--- config.mk ---
export PLATFORM = sky130hd
export DESIGN_NAME = rc4_phase_sched
export DESIGN_NICKNAME = d
export VERILOG_FILES = /design/src/rtl/rc4_sched_pkg.sv /design/src/rtl/rc4_smem_mux.sv /design/src/rtl/rc4_phase_sched.sv
export SDC_FILE = /design/constraint.sdc
export NUM_CORES = 1
export LEC_CHECK = 0
export ABC_AREA = 1
export CAP_MARGIN = 25
export CELL_PAD_IN_SITES_DETAIL_PLACEMENT = 0
export CELL_PAD_IN_SITES_GLOBAL_PLACEMENT = 1
export CORE_MARGIN = 1.5
export CORE_UTILIZATION = 28
export CTS_CLUSTER_DIAMETER = 30
export DETAILED_ROUTE_END_ITERATION = 7
export PLACE_DENSITY_LB_ADDON = 0.1
export SLEW_MARGIN = 20
export SYNTH_ARGS = -nofsm -noshare
export SYNTH_HDL_FRONTEND = slang
export SYNTH_SLANG_ARGS = --single-unit
--- constraint.sdc ---
create_clock -name clk -period 2.3 [get_ports clk]
set_input_delay 0.46 -clock clk [delete_from_list [all_inputs] [get_ports clk]]
set_output_delay 0.46 -clock clk [all_outputs]
set_load 0.02 [all_outputs]
--- src/rtl/rc4_sched_pkg.sv ---
// Shared types for the RC4 key-search phase scheduler.
// FAULT exists only when RC4_SCHED_WDOG_EN is defined.
package rc4_sched_pkg;

  localparam int ADDR_W_DEF = 8;
  localparam int DATA_W_DEF = 8;

  typedef enum logic [3:0] {
    S_IDLE,
    S_INIT_GO, S_INIT_GRD, S_INIT_RUN,
    S_KSA_GO,  S_KSA_GRD,  S_KSA_RUN,
    S_PRGA_GO, S_PRGA_GRD, S_PRGA_RUN,
    S_NEXT_KEY,
    S_FOUND, S_EXHAUST
`ifdef RC4_SCHED_WDOG_EN
    , S_FAULT
`endif
  } sched_state_e;

  typedef enum logic [1:0] {GNT_NONE, GNT_INIT, GNT_KSA, GNT_PRGA} grant_e;

endpackage

--- src/rtl/rc4_smem_mux.sv ---
// S-memory port mux: forwards exactly one client bus, or all zeros when
// nobody owns the port.
module rc4_smem_mux
  import rc4_sched_pkg::*;
#(
  parameter int ADDR_W = ADDR_W_DEF,
  parameter int DATA_W = DATA_W_DEF
) (
  input  grant_e            gnt,
  input  logic [ADDR_W-1:0] init_addr,
  input  logic [DATA_W-1:0] init_data,
  input  logic              init_wren,
  input  logic [ADDR_W-1:0] ksa_addr,
  input  logic [DATA_W-1:0] ksa_data,
  input  logic              ksa_wren,
  input  logic [ADDR_W-1:0] prga_addr,
  input  logic [DATA_W-1:0] prga_data,
  input  logic              prga_wren,
  output logic [ADDR_W-1:0] mem_addr,
  output logic [DATA_W-1:0] mem_data,
  output logic              mem_wren
);

  always_comb begin
    mem_addr = '0;
    mem_data = '0;
    mem_wren = 1'b0;
    case (gnt)
      GNT_INIT: begin mem_addr = init_addr; mem_data = init_data; mem_wren = init_wren; end
      GNT_KSA:  begin mem_addr = ksa_addr;  mem_data = ksa_data;  mem_wren = ksa_wren;  end
      GNT_PRGA: begin mem_addr = prga_addr; mem_data = prga_data; mem_wren = prga_wren; end
      default: ;
    endcase
  end

endmodule

--- src/rtl/rc4_phase_sched.sv ---
// RC4 key-search sequencer: S-init -> KSA -> PRGA per candidate key, owns the
// S-memory port. Optional per-phase watchdog: define RC4_SCHED_WDOG_EN.
module rc4_phase_sched
  import rc4_sched_pkg::*;
#(
  parameter int               KEY_W       = 24,
  parameter logic [KEY_W-1:0] KEY_MAX     = KEY_W'(24'h3FFFFF),
  parameter int               ADDR_W      = ADDR_W_DEF,
  parameter int               DATA_W      = DATA_W_DEF,
  parameter int               WDOG_CYCLES = 4096
) (
  input  logic              clk,
  input  logic              reset,
  input  logic              go,
  output logic              busy,
  output logic              found,
  output logic              not_found,
  output logic              fault,
  output logic [KEY_W-1:0]  key,
  output logic              init_start,
  output logic              ksa_start,
  output logic              prga_start,
  input  logic              init_done,
  input  logic              ksa_done,
  input  logic              prga_done,
  input  logic              prga_pass,
  input  logic [ADDR_W-1:0] init_addr,
  input  logic [ADDR_W-1:0] ksa_addr,
  input  logic [ADDR_W-1:0] prga_addr,
  input  logic [DATA_W-1:0] init_data,
  input  logic [DATA_W-1:0] ksa_data,
  input  logic [DATA_W-1:0] prga_data,
  input  logic              init_wren,
  input  logic              ksa_wren,
  input  logic              prga_wren,
  output logic [ADDR_W-1:0] mem_addr,
  output logic [DATA_W-1:0] mem_data,
  output logic              mem_wren
);

  sched_state_e     state_q, state_d;
  logic [KEY_W-1:0] key_q, key_d;
  grant_e           gnt;
  logic             wdog_trip;

  always_comb begin
    state_d    = state_q;
    key_d      = key_q;
    gnt        = GNT_NONE;
    init_start = 1'b0;
    ksa_start  = 1'b0;
    prga_start = 1'b0;
    case (state_q)
      S_IDLE, S_FOUND, S_EXHAUST
`ifdef RC4_SCHED_WDOG_EN
      , S_FAULT
`endif
      : if (go) begin
          state_d = S_INIT_GO;
          key_d   = '0;
        end
      S_INIT_GO:  begin gnt = GNT_INIT; init_start = 1'b1; state_d = S_INIT_GRD; end
      S_INIT_GRD: begin gnt = GNT_INIT; state_d = S_INIT_RUN; end
      S_INIT_RUN: begin gnt = GNT_INIT; if (init_done) state_d = S_KSA_GO; end
      S_KSA_GO:   begin gnt = GNT_KSA; ksa_start = 1'b1; state_d = S_KSA_GRD; end
      S_KSA_GRD:  begin gnt = GNT_KSA; state_d = S_KSA_RUN; end
      S_KSA_RUN:  begin gnt = GNT_KSA; if (ksa_done) state_d = S_PRGA_GO; end
      S_PRGA_GO:  begin gnt = GNT_PRGA; prga_start = 1'b1; state_d = S_PRGA_GRD; end
      S_PRGA_GRD: begin gnt = GNT_PRGA; state_d = S_PRGA_RUN; end
      S_PRGA_RUN: begin
        gnt = GNT_PRGA;
        if (prga_done) begin
          if (prga_pass)             state_d = S_FOUND;
          else if (key_q == KEY_MAX) state_d = S_EXHAUST;
          else                       state_d = S_NEXT_KEY;
        end
      end
      S_NEXT_KEY: begin key_d = key_q + 1'b1; state_d = S_INIT_GO; end
      default:    state_d = S_IDLE;
    endcase
`ifdef RC4_SCHED_WDOG_EN
    if (wdog_trip) state_d = S_FAULT;
`endif
  end

  always_ff @(posedge clk) begin
    if (reset) begin
      state_q <= S_IDLE;
      key_q   <= '0;
    end else begin
      state_q <= state_d;
      key_q   <= key_d;
    end
  end

`ifdef RC4_SCHED_WDOG_EN
  localparam int WDOG_W = $clog2(WDOG_CYCLES + 1);
  logic [WDOG_W-1:0] wdog_q, wdog_d;
  logic              is_go, is_run, run_done;

  always_comb begin
    is_go    = (state_q == S_INIT_GO) || (state_q == S_KSA_GO) || (state_q == S_PRGA_GO);
    is_run   = 1'b0;
    run_done = 1'b0;
    case (state_q)
      S_INIT_RUN: begin is_run = 1'b1; run_done = init_done; end
      S_KSA_RUN:  begin is_run = 1'b1; run_done = ksa_done;  end
      S_PRGA_RUN: begin is_run = 1'b1; run_done = prga_done; end
      default: ;
    endcase
    wdog_d = wdog_q;
    if (is_go)       wdog_d = '0;
    else if (is_run) wdog_d = wdog_q + 1'b1;
    // Trips on the last allowed RUN cycle so FAULT follows exactly WDOG_CYCLES RUN cycles.
    wdog_trip = is_run && !run_done && (wdog_q == WDOG_W'(WDOG_CYCLES - 1));
  end

  always_ff @(posedge clk) begin
    if (reset) wdog_q <= '0;
    else       wdog_q <= wdog_d;
  end

  assign fault = (state_q == S_FAULT);
  assign busy  = !(state_q inside {S_IDLE, S_FOUND, S_EXHAUST, S_FAULT});
`else
  assign wdog_trip = 1'b0;
  assign fault     = 1'b0;
  assign busy      = !(state_q inside {S_IDLE, S_FOUND, S_EXHAUST});
  // WDOG_CYCLES is inert without the watchdog; referenced only as a sanity guard.
  if (WDOG_CYCLES < 1) begin : g_wdog_cfg_bad
  end
`endif

  assign found     = (state_q == S_FOUND);
  assign not_found = (state_q == S_EXHAUST);
  assign key       = key_q;

  rc4_smem_mux #(.ADDR_W(ADDR_W), .DATA_W(DATA_W)) u_mux (
    .gnt       (gnt),
    .init_addr (init_addr),
    .init_data (init_data),
    .init_wren (init_wren),
    .ksa_addr  (ksa_addr),
    .ksa_data  (ksa_data),
    .ksa_wren  (ksa_wren),
    .prga_addr (prga_addr),
    .prga_data (prga_data),
    .prga_wren (prga_wren),
    .mem_addr  (mem_addr),
    .mem_data  (mem_data),
    .mem_wren  (mem_wren)
  );

endmodule

* Word-level counts from Yosys, hierarchy flattened *
Cells that the tools add are included.
W data, S select, Z words.

storage, ports and cells
  register bits after elaboration = 28
  input bits = 58
  output and inout port bits = 48
  logic and storage cells = 49

operators by class
  $add $sub $neg = 1
  equality and inequality tests = 20
  muxes and demuxes = 16
  reduce and logical (&&, ||, !) cells = 10

operator list
  kind                     count
  $pmux W24 S2             1
  $pmux W8 S3              2
  $pmux W4 S11             1
  $add A24 B1 Y24 const B  1
  $eq A24 B22 Y1 const B   1
  $mux W24                 1
  $eq A4 B4 Y1 const B     5
  $eq A4 B3 Y1 const B     4
  $mux W4                  4
  $reduce_or A3 Y1         4
  $eq A4 B2 Y1 const B     2
  $ne A2 B2 Y1 const B     4
  $mux W3                  2
  $pmux W2 S3              1
  $eq A2 B2 Y1 const B     2
  $eq A4 B1 Y1 const B     1
  $logic_not A4 Y1         1
  $reduce_and A4 Y1        1
  $mux W1                  3
  $pmux W1 S3              1
  $reduce_bool A3 Y1       1
  $eq A2 B1 Y1 const B     1
  $reduce_and A2 Y1        1
  $reduce_bool A2 Y1       1
  $logic_not A1 Y1         1

* Logic depth before layout (Yosys ltp) *
Gate-level depths: netlist of the first run.

  depth in word-level cells = 5
  gate-level depth with buffers = 11
  gate-level depth less buffers = 10

* Cells and area by module *
From an unflattened synthesis of the first run, not the netlist that was laid out.

unflattened totals
  cell total of the unflattened synthesis = 369
  area, all modules = 2499.9 µm²

modules (own cells, without submodules)
  module           times used  cells an instance  area an instance (µm²)  sequential area each (µm²)
  rc4_phase_sched  1           289                1869.3                  560.5
  rc4_smem_mux     1           80                 630.6                   0.0

* Worst setup path after synthesis of the first run *
No wires, ideal clock.

  kind = reg2out
  from = register state_q[3]
  to = output mem_addr[1]
  arrival time = 1232 ps
  data required time = 1840 ps
  path slack = 608 ps
  stages on the path, launching flop included = 9
  buffers on the path = 1
  cell sequence = dfxtp_1 inv_1 nand2_2 inv_1 nand2_1 inv_2 buf_6 a22oi_1 nand2_1

on the way
  longest elaborated chain between the ends = 5
  elaborated cells on any way between the ends = 17
  those cells by class = eq/ne (12); mux (2); reduce/logical (3)

ends and longest elaborated chain
  element                                       line                   RTL
  from (decl)                                   rc4_phase_sched.sv:41  sched_state_e state_q, state_d;
  from (signal assigned)                        rc4_phase_sched.sv:91  state_q <= state_d;
  $eq A4 B4 Y1, or another cell as far along    rc4_phase_sched.sv:53  case (state_q)
  $reduce_or A3 Y1 (no line)                    -
  $pmux W2 S3 *                                 rc4_phase_sched.sv:53
  $eq A2 B2 Y1 or $eq A2 B1 Y1 (tied branches)  rc4_smem_mux.sv:28     case (gnt)
  $pmux W8 S3 *                                 rc4_smem_mux.sv:28
  to (decl)                                     rc4_phase_sched.sv:36  output logic [ADDR_W-1:0] mem_addr,

Mark *: on every way between the ends. The rest lies on a longest branch, timed or not.

* Final worst setup path of the first run *
  from = register state_q[2]
  to = output busy

on the way
  longest elaborated chain between the ends = 3
  elaborated cells on any way between the ends = 5
  those cells by class = eq/ne (2); reduce/logical (3)

ends and longest elaborated chain
  element                                           line                    RTL
  $eq A4 B4 Y1 or $logic_not A4 Y1 (tied branches)  rc4_phase_sched.sv:128  assign busy = !(state_q inside {S_IDLE, S_FOUND, S_EXHAUST});
  $reduce_bool A3 Y1 *                              rc4_phase_sched.sv:128
  $logic_not A1 Y1 *                                rc4_phase_sched.sv:128
  to (decl)                                         rc4_phase_sched.sv:15   output logic busy,

Marked as above.

==> results of run 1 <==
==> worst max-delay path, cell delays in order, from the launching register on <==
cell             delay, ns
dfxtp_1               0.43
inv_2                 0.07
nand2_4               0.11
inv_2                 0.05
nand2_4               0.08
nand2_4               0.07
inv_1                 0.06
clkdlybuf4s50_1       0.59
==> where the power goes <==
part	internal [uW]	switching [uW]	total [uW]
clock network	233	168	401
logic	277	347	624
registers	494	14.2	508
==> placed cells by master (no fill, tap or decap) <==
cell / netlist / routed
a22oi_1: 11 / 11
nor2_2: 2 / 3
nor2_4: 2 / 2
clkdlybuf4s50_1: 0 / 87
nand3_2: 2 / 2
xor2_1: 3 / 3
nor3_2: 1 / 1
or2_2: 1 / 1
o21bai_1: 1 / 1
dlygate4sd2_1: 0 / 17
nand4_1: 3 / 3
dfxtp_2: 0 / 2
clkbuf_8: 0 / 3
o21a_1: 2 / 2
dfxtp_4: 0 / 1
inv_1: 35 / 35
bufinv_16: 0 / 1
buf_4: 2 / 4
a21oi_1: 20 / 20
nand3_1: 30 / 30
nor3_1: 3 / 3
buf_12: 0 / 2
o21ai_1: 1 / 1
o21ai_0: 8 / 8
inv_2: 6 / 5
dfxtp_1: 28 / 25
nand2_2: 4 / 4
conb_1: 1 / 1
nand2_1: 123 / 123
nor2_1: 47 / 46
nand2_4: 4 / 4
nor4_1: 1 / 1
o22ai_2: 1 / 1
nand3b_1: 1 / 1
inv_4: 0 / 1
or2_0: 1 / 1
o211ai_1: 2 / 2
a21oi_2: 1 / 1
ha_1: 1 / 1
==> cells by family (layout without fill, tap and decap cells) <==
logic type               after synthesis  after routing  synth area share
AND/OR/NAND/NOR                      225            225             0.467
buffers and inverters                 50            155             0.110
AO/OA/AOI/OAI                         47             47             0.136
flip-flops                            28             28             0.266
XOR/XNOR                               3              3            0.0125
adder cells (fa/ha/maj)                1              1           0.00594
other                                  1              1           0.00178
==> state kept, by name, summed over array words and instances (netlist names) <==
register	cells
key	24
state_q	4
==> layout make-up <==
type	count	area, um2	area share
Sequential cell	28	567	0.171
Timing Repair Buffer	110	1090	0.328
Inverter	41	156	0.0471
Clock inverter	1	30.0	0.00904
Clock buffer	3	41.3	0.0124
Tap cell	99	124	0.0373
Multi-Input combinational cell	277	1320	0.396
==> through the flow <==
step,instance area (um2),cells,hold slack [ns],setup slack (ns)
after global routing,3320,559,0.530,0.00574
after CTS,3320,559,0.510,0.0425
after floorplan,2100,355,0.490,0.608
after detailed placement,3260,555,0.491,0.105
final,3320,559,0.510,0.104
after global placement,3260,555,0.486,0.121
==> metal layers <==
layer / wire length, um / vias up / GRT usage
met5: 0 / - / 0
met1: 3370 / 1095 / 0.245
met4: 19 / 0 / 0.0210
li1: - / 1340 / -
met2: 3490 / 56 / 0.282
met3: 338 / 2 / 0.0229
==> worst paths after layout <==
| path | endpoint | slack [ns] | cells past startpoint |
|---|---|---|---|
| worst min-delay path | key[1] | 0.51 | 2 |
| worst max register to register | key[18] | 0.59 | 10 |
| worst min register to register | key[1] | 0.51 | 2 |
| worst max-delay path | busy | 0.10 | 7 |
==> metrics.yaml, run 1 <==
cells_and_area:
  fill_cells: 787
  drive_above_1_share: 0.0826
  diodes: 0
  nets: 520
  post-route-util: 0.458
  syn2layout_area_growth_pct: 57.9
floorplan:
  die-height_um: 89.7
  fp.dieW_um: 89.7
  die_area_mm2: 0.00805
  rows: 31
  start_util: 0.290
  io_pins: 106
  core_mm2: 0.00725
synth:
  syn-mean-instance-area_um2: 5.93
  ys_top_cells_by_count: "123 x nand2_1, 47 x nor2_1, 35 x inv_1, 30 x nand3_1, 28 x dfxtp_1"
  synth_nets: 414
  async_flop_share: 0
  syn_inst: 355
  dominantRegCellSynth: "dfxtp_1"
  ys_types: 35
  synth_seq_cells: 28
  syn_area_mm2: 0.00210
  yosysWarnings: 0
  yosysSeqAreaShare: 0.266
  synth_top_area_frac: 0.266
  yosys-top-cells-area: "dfxtp_1 27%, nand2_1 22%, nor2_1 8.4%"
  synth_most_common_cell: "nand2_1"
  yosysTopAreaCell: "dfxtp_1"
  synth_edf_count: 0
flow_run:
  cap_viol_max_count: 0
routing:
  drt_wl_total_um: 7220
  via_count: 2493
  dr.pass1.iters: 4
  wl_per_cell_um: 12.9
  ant_nets: 0
  drc_errors: 0
  drt_iter0_drc: 109
  viasPerCell: 4.46
pwr:
  power_leakage_uw: 0.00138
  vdd_ir_drop_max_v: 0.000347
  total_power_uw: 1530
  power_density_mw_per_mm2: 462
clocking:
  clockBufferDepth: 2
  clk_latency_ns: 0.28
  cts_max_level: 1
  postCtsHoldBufs: 0
  cts_root_buf: "clkbuf_8"
  tritoncts: "yes"
  cts-buffers-inserted: 3
  path_clk_slew_ns: 0.11
  cts_sinks: 28
  post-cts-setup-buffers: 0
  ctsResizeCount: 19
grt:
  grt_pass1_vias: 2158
  grt_start_max_net_pins: 18
  antenna_found_initial: 0
  grt_pass1_wl_um: 10700
  grt_overflow: 0
  grt.total_usage: 0.171
worst_setup_path:
  worstPathRequired_ns: 1.84
  crit_fanout: 5
  endpoint_kind: "output port"
  worstSetupPathType: "flip-flop to output port"
  worstSetupStartpoint: "state_q[2]"
  timing.rr.start: "key[0]"
  worst_setup_path_start_kind: "flip-flop"
  crit_arrival_ns: 1.74
timing:
  tns_ns: 0
  setup_viol_count_final: 0
  rsz0062_at_grt: "false"
  max_slew_margin: 0.656
  hold_viol: 0
  slew_violations: 0
  fin_crit_sh: 0.955
  fmax_mhz: 455
  tightest_slew_ns: 0.516
  finalClockSkew_ns: 0.00800
  min_period_ns: 2.20
placement:
  place.gp.congestion: 0.850
  port_buffers: 104
  post-dp-hpwl_um: 5820
min_path:
  hp-class: "flip-flop to flip-flop"
  hold_start: "key[1]"
status:
  status: "completed"
Note: power is estimated with default switching activity, not from simulation.
==> run 2, diff against run 1 <==
CORE_ASPECT_RATIO = 1.2   (was default)
==> metrics.yaml, run 2 (synthesized netlist as in run 1, its figures left out) <==
status:
  status: "completed"
timing:
  slew_violations: 0  # unchanged
  max_slew_margin: 0.629  # -0.0266
  hold_viol: 0  # unchanged
  finalClockSkew_ns: 0.00492  # -0.00308 ns
  finalWorstSetupSlack_ns: 0.145  # +0.0415 ns
  min_period_ns: 2.15  # -0.0415 ns
  fmax_mhz: 464  # +1.9%
  tightest_slew_ns: 0.555  # +0.0399 ns
  fin_crit_sh: 0.937  # -0.0180
  setup_viol_count_final: 0  # unchanged
min_path:
  hold_depth: 2  # unchanged
  hp-class: "flip-flop to flip-flop"
cells_and_area:
  largest_reg_flops: 24  # unchanged
  final_common_cell: "nand2_1"
  diodes: 0  # unchanged
  nets: 522  # +0.38%
  syn2layout_area_growth_pct: 56.6
  layout_common_cells: "123 x nand2_1, 86 x clkdlybuf4s50_1, 45 x nor2_1, 35 x inv_1, 30 x nand3_1"
  post-route-util: 0.453  # -0.00512
  drive_above_1_share: 0.0889  # +0.00633
  seq_area_um2: 564  # -0.44%
  multi_input_area_mm2: 0.00132  # +0.19%
  fill_cells: 764  # -2.9%
routing:
  via_count: 2558  # +2.6%
  drt_iter0_drc: 75  # -31%
  wl_per_cell_um: 12.2  # -5.7%
  viasPerCell: 4.64  # +4.1%
  drt_wl_total_um: 6700  # -7.1%
  drc_errors: 0  # unchanged
  ant_nets: 0  # unchanged
  dr.pass1.iters: 4  # unchanged
pwr:
  power_density_mw_per_mm2: 426  # -7.6%
  vdd_ir_drop_max_v: 0.000184  # -47%
  power_leakage_uw: 0.00139  # +0.45%
worst_setup_path:
  endpoint_kind: "output port"
  worstSetupPathType: "flip-flop to output port"
  timing.rr.start: "key[0]"
  worstSetupStartpoint: "state_q[1]"
  r2r_slack_ns: 0.53  # -0.06 ns
  critPathCapture: "mem_data[0]"
  crit_arrival_ns: 1.69  # -0.05 ns
  reg2regPathDepth: 10  # unchanged
  worst_setup_path_start_kind: "flip-flop"
  worstPathRequired_ns: 1.84  # about the same
  crit_fanout: 17  # +12
  reg2reg_to: "key[20]"
grt:
  grt.total_usage: 0.175  # +0.00397
  grt_overflow: 0  # unchanged
  grt_pass1_vias: 2484  # +15%
  grt_start_max_net_pins: 19  # +1
  grt_pass1_wl_um: 11300  # +5.1%
  antenna_found_initial: 0  # unchanged
clocking:
  path_clk_slew_ns: 0.10  # about the same
  cts_max_level: 1  # unchanged
  cts_root_buf: "clkbuf_8"
  clk_latency_ns: 0.28  # about the same
  postCtsHoldBufs: 0  # unchanged
  cts-buffers-inserted: 3  # unchanged
  tritoncts: "yes"
  cts_sinks: 28  # unchanged
  ctsResizeCount: 19  # unchanged
  post-cts-setup-buffers: 0  # unchanged
  clockBufferDepth: 2  # unchanged
floorplan:
  die-height_um: 98.0  # +9.2%
  start_util: 0.289  # -0.000848
  die_area_mm2: 0.00805  # about the same
  fp.dieW_um: 82.1  # -8.4%
  rows: 34  # +9.7%
  io_pins: 106  # unchanged
  core_mm2: 0.00727  # +0.29%
placement:
  dp_slack_ns: 0.145  # +0.0398 ns
  post-dp-hpwl_um: 5420  # -6.9%
  place.gp.congestion: 0.790  # -7.0%
  port_buffers: 104  # unchanged
flow_run:
  cap_viol_max_count: 0  # unchanged
run 2: per-layer routing:
layer  share of wire  global-route usage
met4           0.017              0.0574
met1            0.43               0.219
met5               0                   0
met3           0.062              0.0299
met2            0.49               0.299
run 2: power breakdown:
group          internal, uW  leakage (uW)  switching [uW]  total [uW]
clock                   118     0.0000216             162         280
combinational           274       0.00114             343         617
sequential              495      0.000227            13.7         508
run 2: area by class of cell:
type / count / area share
clock buffer: 3 / 0.0125
inverter: 41 / 0.0475
multi-input combinational: 277 / 0.400
sequential: 28 / 0.171
tap: 90 / 0.0342
timing repair buffer: 112 / 0.335
run 2: critical path: stages, from the launching register on:
cell,delay [ns]
dfxtp_1,0.43
nand2_2,0.14
nand2_1,0.15
inv_4,0.10
a22oi_1,0.19
nand2_1,0.07
dlygate4sd2_1,0.32
run 2: worst min-delay path by stage:
stage	slack, ns	endpoint	start
global route	0.54	state_q[0]	state_q[0]
floorplan	0.49	state_q[0]	state_q[0]
finish	0.51	key[1]	key[1]
detailed placement	0.50	key[1]	key[1]
global placement	0.50	key[1]	key[1]
CTS	0.52	state_q[3]	state_q[3]
run 2: stage by stage:
| step | area (um2) | hold WS [ns] | instances | power [uW] | setup TNS [ns] |
|---|---|---|---|---|---|
| after floorplan | 2100 | 0.490 | 355 | 860 | 0 |
| after global placement | 3270 | 0.500 | 548 | 1190 | 0 |
| after detailed placement | 3270 | 0.499 | 548 | 1190 | 0 |
| after CTS | 3290 | 0.515 | 551 | 1420 | 0 |
| after global routing | 3300 | 0.538 | 551 | 1500 | -0.00300 |
| final | 3300 | 0.507 | 551 | 1400 | 0 |
